===== src/rtl/des.sv =====
// rtl/des.sv - DES initial/final permutation stage, one registered 64-bit block per cycle.
// DES bit position p maps to vector index 64-p; output position k takes input position T[k].
module des #(
  parameter bit INVERSE_EN = 1'b1
) (
  input  logic        clk_i,
  input  logic        rst_i,
  input  logic        valid_i,
  input  logic        inv_i,
  input  logic [63:0] block_i,
  output logic [63:0] block_o,
  output logic        valid_o
);

  localparam int IP_T [64] = '{
    58, 50, 42, 34, 26, 18, 10, 2,
    60, 52, 44, 36, 28, 20, 12, 4,
    62, 54, 46, 38, 30, 22, 14, 6,
    64, 56, 48, 40, 32, 24, 16, 8,
    57, 49, 41, 33, 25, 17,  9, 1,
    59, 51, 43, 35, 27, 19, 11, 3,
    61, 53, 45, 37, 29, 21, 13, 5,
    63, 55, 47, 39, 31, 23, 15, 7
  };

  localparam int FP_T [64] = '{
    40, 8, 48, 16, 56, 24, 64, 32,
    39, 7, 47, 15, 55, 23, 63, 31,
    38, 6, 46, 14, 54, 22, 62, 30,
    37, 5, 45, 13, 53, 21, 61, 29,
    36, 4, 44, 12, 52, 20, 60, 28,
    35, 3, 43, 11, 51, 19, 59, 27,
    34, 2, 42, 10, 50, 18, 58, 26,
    33, 1, 41,  9, 49, 17, 57, 25
  };

  logic [63:0] ip_w;
  logic [63:0] fp_w;
  logic        sel_fp_w;
  logic [63:0] block_d, block_q;
  logic        valid_d, valid_q;

  for (genvar k = 1; k <= 64; k++) begin : g_ip
    assign ip_w[64-k] = block_i[64-IP_T[k-1]];
  end

  // Without INVERSE_EN the FP network is not built and inv_i has no effect.
  if (INVERSE_EN) begin : g_fp
    for (genvar k = 1; k <= 64; k++) begin : g_bit
      assign fp_w[64-k] = block_i[64-FP_T[k-1]];
    end
    assign sel_fp_w = inv_i;
  end else begin : g_no_fp
    assign fp_w     = ip_w;
    assign sel_fp_w = 1'b0;
  end

  always_comb begin
    block_d = block_q;
    valid_d = 1'b0;
    if (valid_i) begin
      block_d = sel_fp_w ? fp_w : ip_w;
      valid_d = 1'b1;
    end
  end

  always_ff @(posedge clk_i) begin
    if (rst_i) begin
      block_q <= 64'h0;
      valid_q <= 1'b0;
    end else begin
      block_q <= block_d;
      valid_q <= valid_d;
    end
  end

  assign block_o = block_q;
  assign valid_o = valid_q;

endmodule


===== config.mk =====
export PLATFORM = sky130hd
export DESIGN_NAME = des
export DESIGN_NICKNAME = d
export VERILOG_FILES = /design/src/rtl/des.sv
export SDC_FILE = /design/constraint.sdc
export NUM_CORES = 1
export LEC_CHECK = 0
export CAP_MARGIN = 20
export CORE_AREA = 2 2 86 88
export CTS_BUF_LIST = sky130_fd_sc_hd__clkbuf_4 sky130_fd_sc_hd__clkbuf_8
export CTS_CLUSTER_DIAMETER = 150
export CTS_CLUSTER_SIZE = 28
export DETAILED_ROUTE_END_ITERATION = 8
export DIE_AREA = 0 0 88 90
export HOLD_SLACK_MARGIN = 0.12
export PLACE_DENSITY_LB_ADDON = 0.1
export REMOVE_ABC_BUFFERS = 1
export SETUP_SLACK_MARGIN = 0.3
export SLEW_MARGIN = 0
export SYNTH_ARGS = -nofsm -noshare
export SYNTH_HDL_FRONTEND = slang
export SYNTH_SLANG_ARGS = --single-unit
export TNS_END_PERCENT = 20

===== constraint.sdc =====
create_clock -name clk_i -period 1.2 [get_ports clk_i]
set_clock_uncertainty 0.1 [all_clocks]
set_input_delay 0.18 -clock clk_i [delete_from_list [all_inputs] [get_ports clk_i]]
set_output_delay 0.18 -clock clk_i [all_outputs]
set_load 0.1 [all_outputs]

# After elaboration in Yosys (flattened, before gate mapping)
# Cells that the tools add are included.
# word_totals
reg_bits	65
latchBits	0
ramBits	0
mem_bits_ro	0
inputBits	68
out_inout_bits	65
wordCells	4
memories	0
# classes
add_sub_neg	0
multipliers	0
div	0
n_lt_le_gt_ge	0
eq_ne	0
shift	0
mux	2
n_bitwise	0
n_reduce_logical	0
# ops
cell	n
two-way mux 64 bit	1
two-way mux 1 bit	1

# Logic depth before layout (Yosys ltp)
# logic_depth
depth_word	1
ltp_mapped	4
mapped_depth_nobuf	2

# Worst setup path after synthesis
# OpenSTA, ideal clock, no wires.
# synth_path
path_kind	register to register
from	register, netlist name block_o[62]
to	register block_q[62], in the netlist block_o[62]
setup_time_ns	0.086
arrival_time_ns	1.238
t_required_ns	1.014
setup_slack_ns	-0.224
stages_incl_launch_ff	3
n_path_buf	0
period_less_slack_ns	1.424
cell_sequence	dfxtp_1 nor2_1 a211oi_1
# synth_rtl
item	line	rtl
end signal: assignment	72	block_q <= block_d;
end: declaration	40	logic [63:0] block_d, block_q;

# Worst setup path after layout
# layout_path
from	register block_q[54], in the netlist block_o[54]
to	output port block_o[54]
# layout_rtl
item	line	rtl
end: declaration	11	output logic [63:0] block_o,
# No word-level cell between the ends.

==> flow_metrics.tcl <==
set metrics [dict create \
    gp_congestion 0.738 \
    worstSetupPathType "flip-flop to primary output" \
    vias_per_cell 4.94 \
    use_met3_pct 6.80 \
    cts_buffer_depth 2 \
    vias 2532 \
    grt_busiest_layer "met2" \
    holdCritStartpoint "valid_i" \
    pre_cts_ws_ns -0.00125 \
    grt_pass1_wl_um 11900 \
    setup_viol 0 \
    cp-start-kind "flip-flop" \
    min_to "block_o[21]" \
    syn_area_per_cell_um2 10.1 \
    yosys.cell_types.count 10 \
    grt_max_degree 66 \
    hold_viol 0 \
    r2r-start "block_o[23]" \
    hpwl_um 5060 \
    die_y_um 90 \
    peakVddDrop_mv 1.09 \
    hp-class "primary input to flip-flop" \
    status "complete, no violations" \
    path_buf_inv 1 \
    rsz0062_at_grt "true" \
    max_stage_delay_ns 0.36 \
    cp_max_fo 2 \
    htreeDepth 3 \
    grt-ovfl-total 0 \
    wl_per_cell_um 14.2 \
    ios 133 \
    rows 31 \
    reg2reg_setup_slack_ns 0.23 \
    max-cap-violations 0 \
    first_iter_violations 62 \
    cts.sinks 65 \
    path_clk_slew_ns 0.08 \
    critPathSlowestCell "dfxtp_2" \
    ant_nets 0 \
    cp.required_ns 0.92 \
    netlist_instances 282 \
    antenna_cells 0 \
    cp.arrival_ns 0.88 \
    drv_slew 0 \
    mappedNetlistArea_um2 2840 \
    grt_use_total_pct 19.0 \
    use_met1_pct 23.0 \
    drt_first_pass_iters 4 \
    fmax_mhz 863 \
    relSlewSlack_pct 79.9 \
    drive_gt1_share_pct 38.9 \
    yosysSeqAreaShare_pct 45.9 \
    critPathTopFamily "flip-flops" \
    routed_wl_um 7290 \
    area_growth_pct 83.3 \
    route.detailed.drc 0 \
    r2r-end "block_o[23]" \
    fp.dieArea_um2 7920 \
    core-area_um2 7020 \
    fin_ws_ns 0.0418 \
    antenna_found_initial 0 \
    grt_use_met2_pct 30.3 \
    total_power_w 0.00717 \
    cts_tree "done" \
    die_w_um 88 \
    hold_depth 3 \
    synth-seq-cells 65 \
    worst_slew_pin_slew_ns 0.302 \
    period_share_pct 96.5 \
    nNetsFinal 478 \
    p_per_area_nw_per_um2 1380 \
    insertion_delay_ns 0.33 \
    port_buffers 132 \
    grt_pass1_vias 2513 \
    reg2reg_depth 4 \
    p_leak_nw 2.16 \
    mostFrequentLayoutCell "buf_12" \
    post-route-min-period_ns 1.16 \
    cp-end-kind "primary output" \
    cts_buffers 9 \
    final_cell_mix "71 x buf_12, 64 x mux2i_1, 64 x nor2_1, 64 x dfxtp_2, 64 x clkdlybuf4s50_1" \
    crit_chain "buf_12" \
    initial_core_util_pct 40.4 \
    clockRootBuffer "clkbuf_8" \
    utilization_pct 74.1 \
    ys_warn_count 0 \
]
[Yosys cell counts (all sizes together)]
cell type / count / share of area, %
a211oi: 60 / 16
buf: 22 / 6.2
clkbuf: 6 / 0.79
dfxtp: 65 / 46
mux2i: 64 / 23
nor2: 64 / 8.5
nor2b: 1 / 0.22
[area by class of cell]
cell class	count	area, µm²
timing repair buffer	145	2130
tap	99	124
clock inverter	3	65.1
sequential	65	1390
clock buffer	12	153
fill	504	1820
multi-input combinational	189	1340
[flip-flops by register name, summed over array words and instances (netlist names)]
signal   flops
block_o     64
valid_o      1
[how the worst max path moves through the flow]
| stage | start | end | depth (start not counted) | slack [ns] |
|---|---|---|---|---|
| 2_1_floorplan | block_o[62] | block_o[62] | 2 | -0.22 |
| 3_3_place_gp | block_i[25] | block_o[55] | 3 | 0.03 |
| 3_5_place_dp | block_i[25] | block_o[55] | 3 | -0.001 |
| 4_1_cts | block_o[54] | block_o[54] | 1 | 0.03 |
| 5_1_grt | block_o[27] | block_o[27] | 1 | 0.01 |
| 6_report | block_o[54] | block_o[54] | 1 | 0.04 |
[stage by stage]
stage          instance area (µm²)  TNS (ns)  std cells  hold slack [ns]
5_1_grt                       5200         0        513            0.153
3_5_place_dp                  4850  -0.00125        492            0.413
2_1_floorplan                 2640    -12.29        254            0.152
6_report                      5200         0        513            0.119
4_1_cts                       5170         0        510            0.116
3_3_place_gp                  4850         0        492            0.407
[worst reg2reg max path: cells and delay by family, from the launching register on]
family	cells	cell delay (ns)
and+or+nand+nor	1	0.03
AOI/OAI and AO/OA	1	0.19
DFF	1	0.35
buffers and inverters	2	0.20
[cell families (layout without fill, tap and decap cells)]
| group | count (synthesis) | after routing | share of synthesized area [%] |
|---|---|---|---|
| flip-flops | 65 | 65 | 45.9 |
| AND/OR/NAND/NOR | 65 | 65 | 8.69 |
| multiplexers | 64 | 64 | 22.6 |
| AO/OA/AOI/OAI | 60 | 60 | 15.9 |
| buffers and inverters | 28 | 160 | 6.97 |
[per-layer routing]
layer,part of all wire (%),vias up
li1,-,1282
met1,42,1167
met2,48,75
met3,8.2,8
met4,1.4,0
met5,0,-
[power by group]
part	internal (W)	total (W)	switching (W)
clock	0.00126	0.00208	0.000817
combinational	0.00103	0.00258	0.00155
sequential	0.00235	0.00252	0.000162
[timing repair]
action / 4_1_cts / 5_1_grt
resized for setup: 64 / 2
setup endpoints to repair: 65 / 79
gates cloned: 0 / 0
setup buffers: 3 / 3
hold endpoints to repair: 1 / 0
No activity file was read; power rests on OpenSTA's default activity.
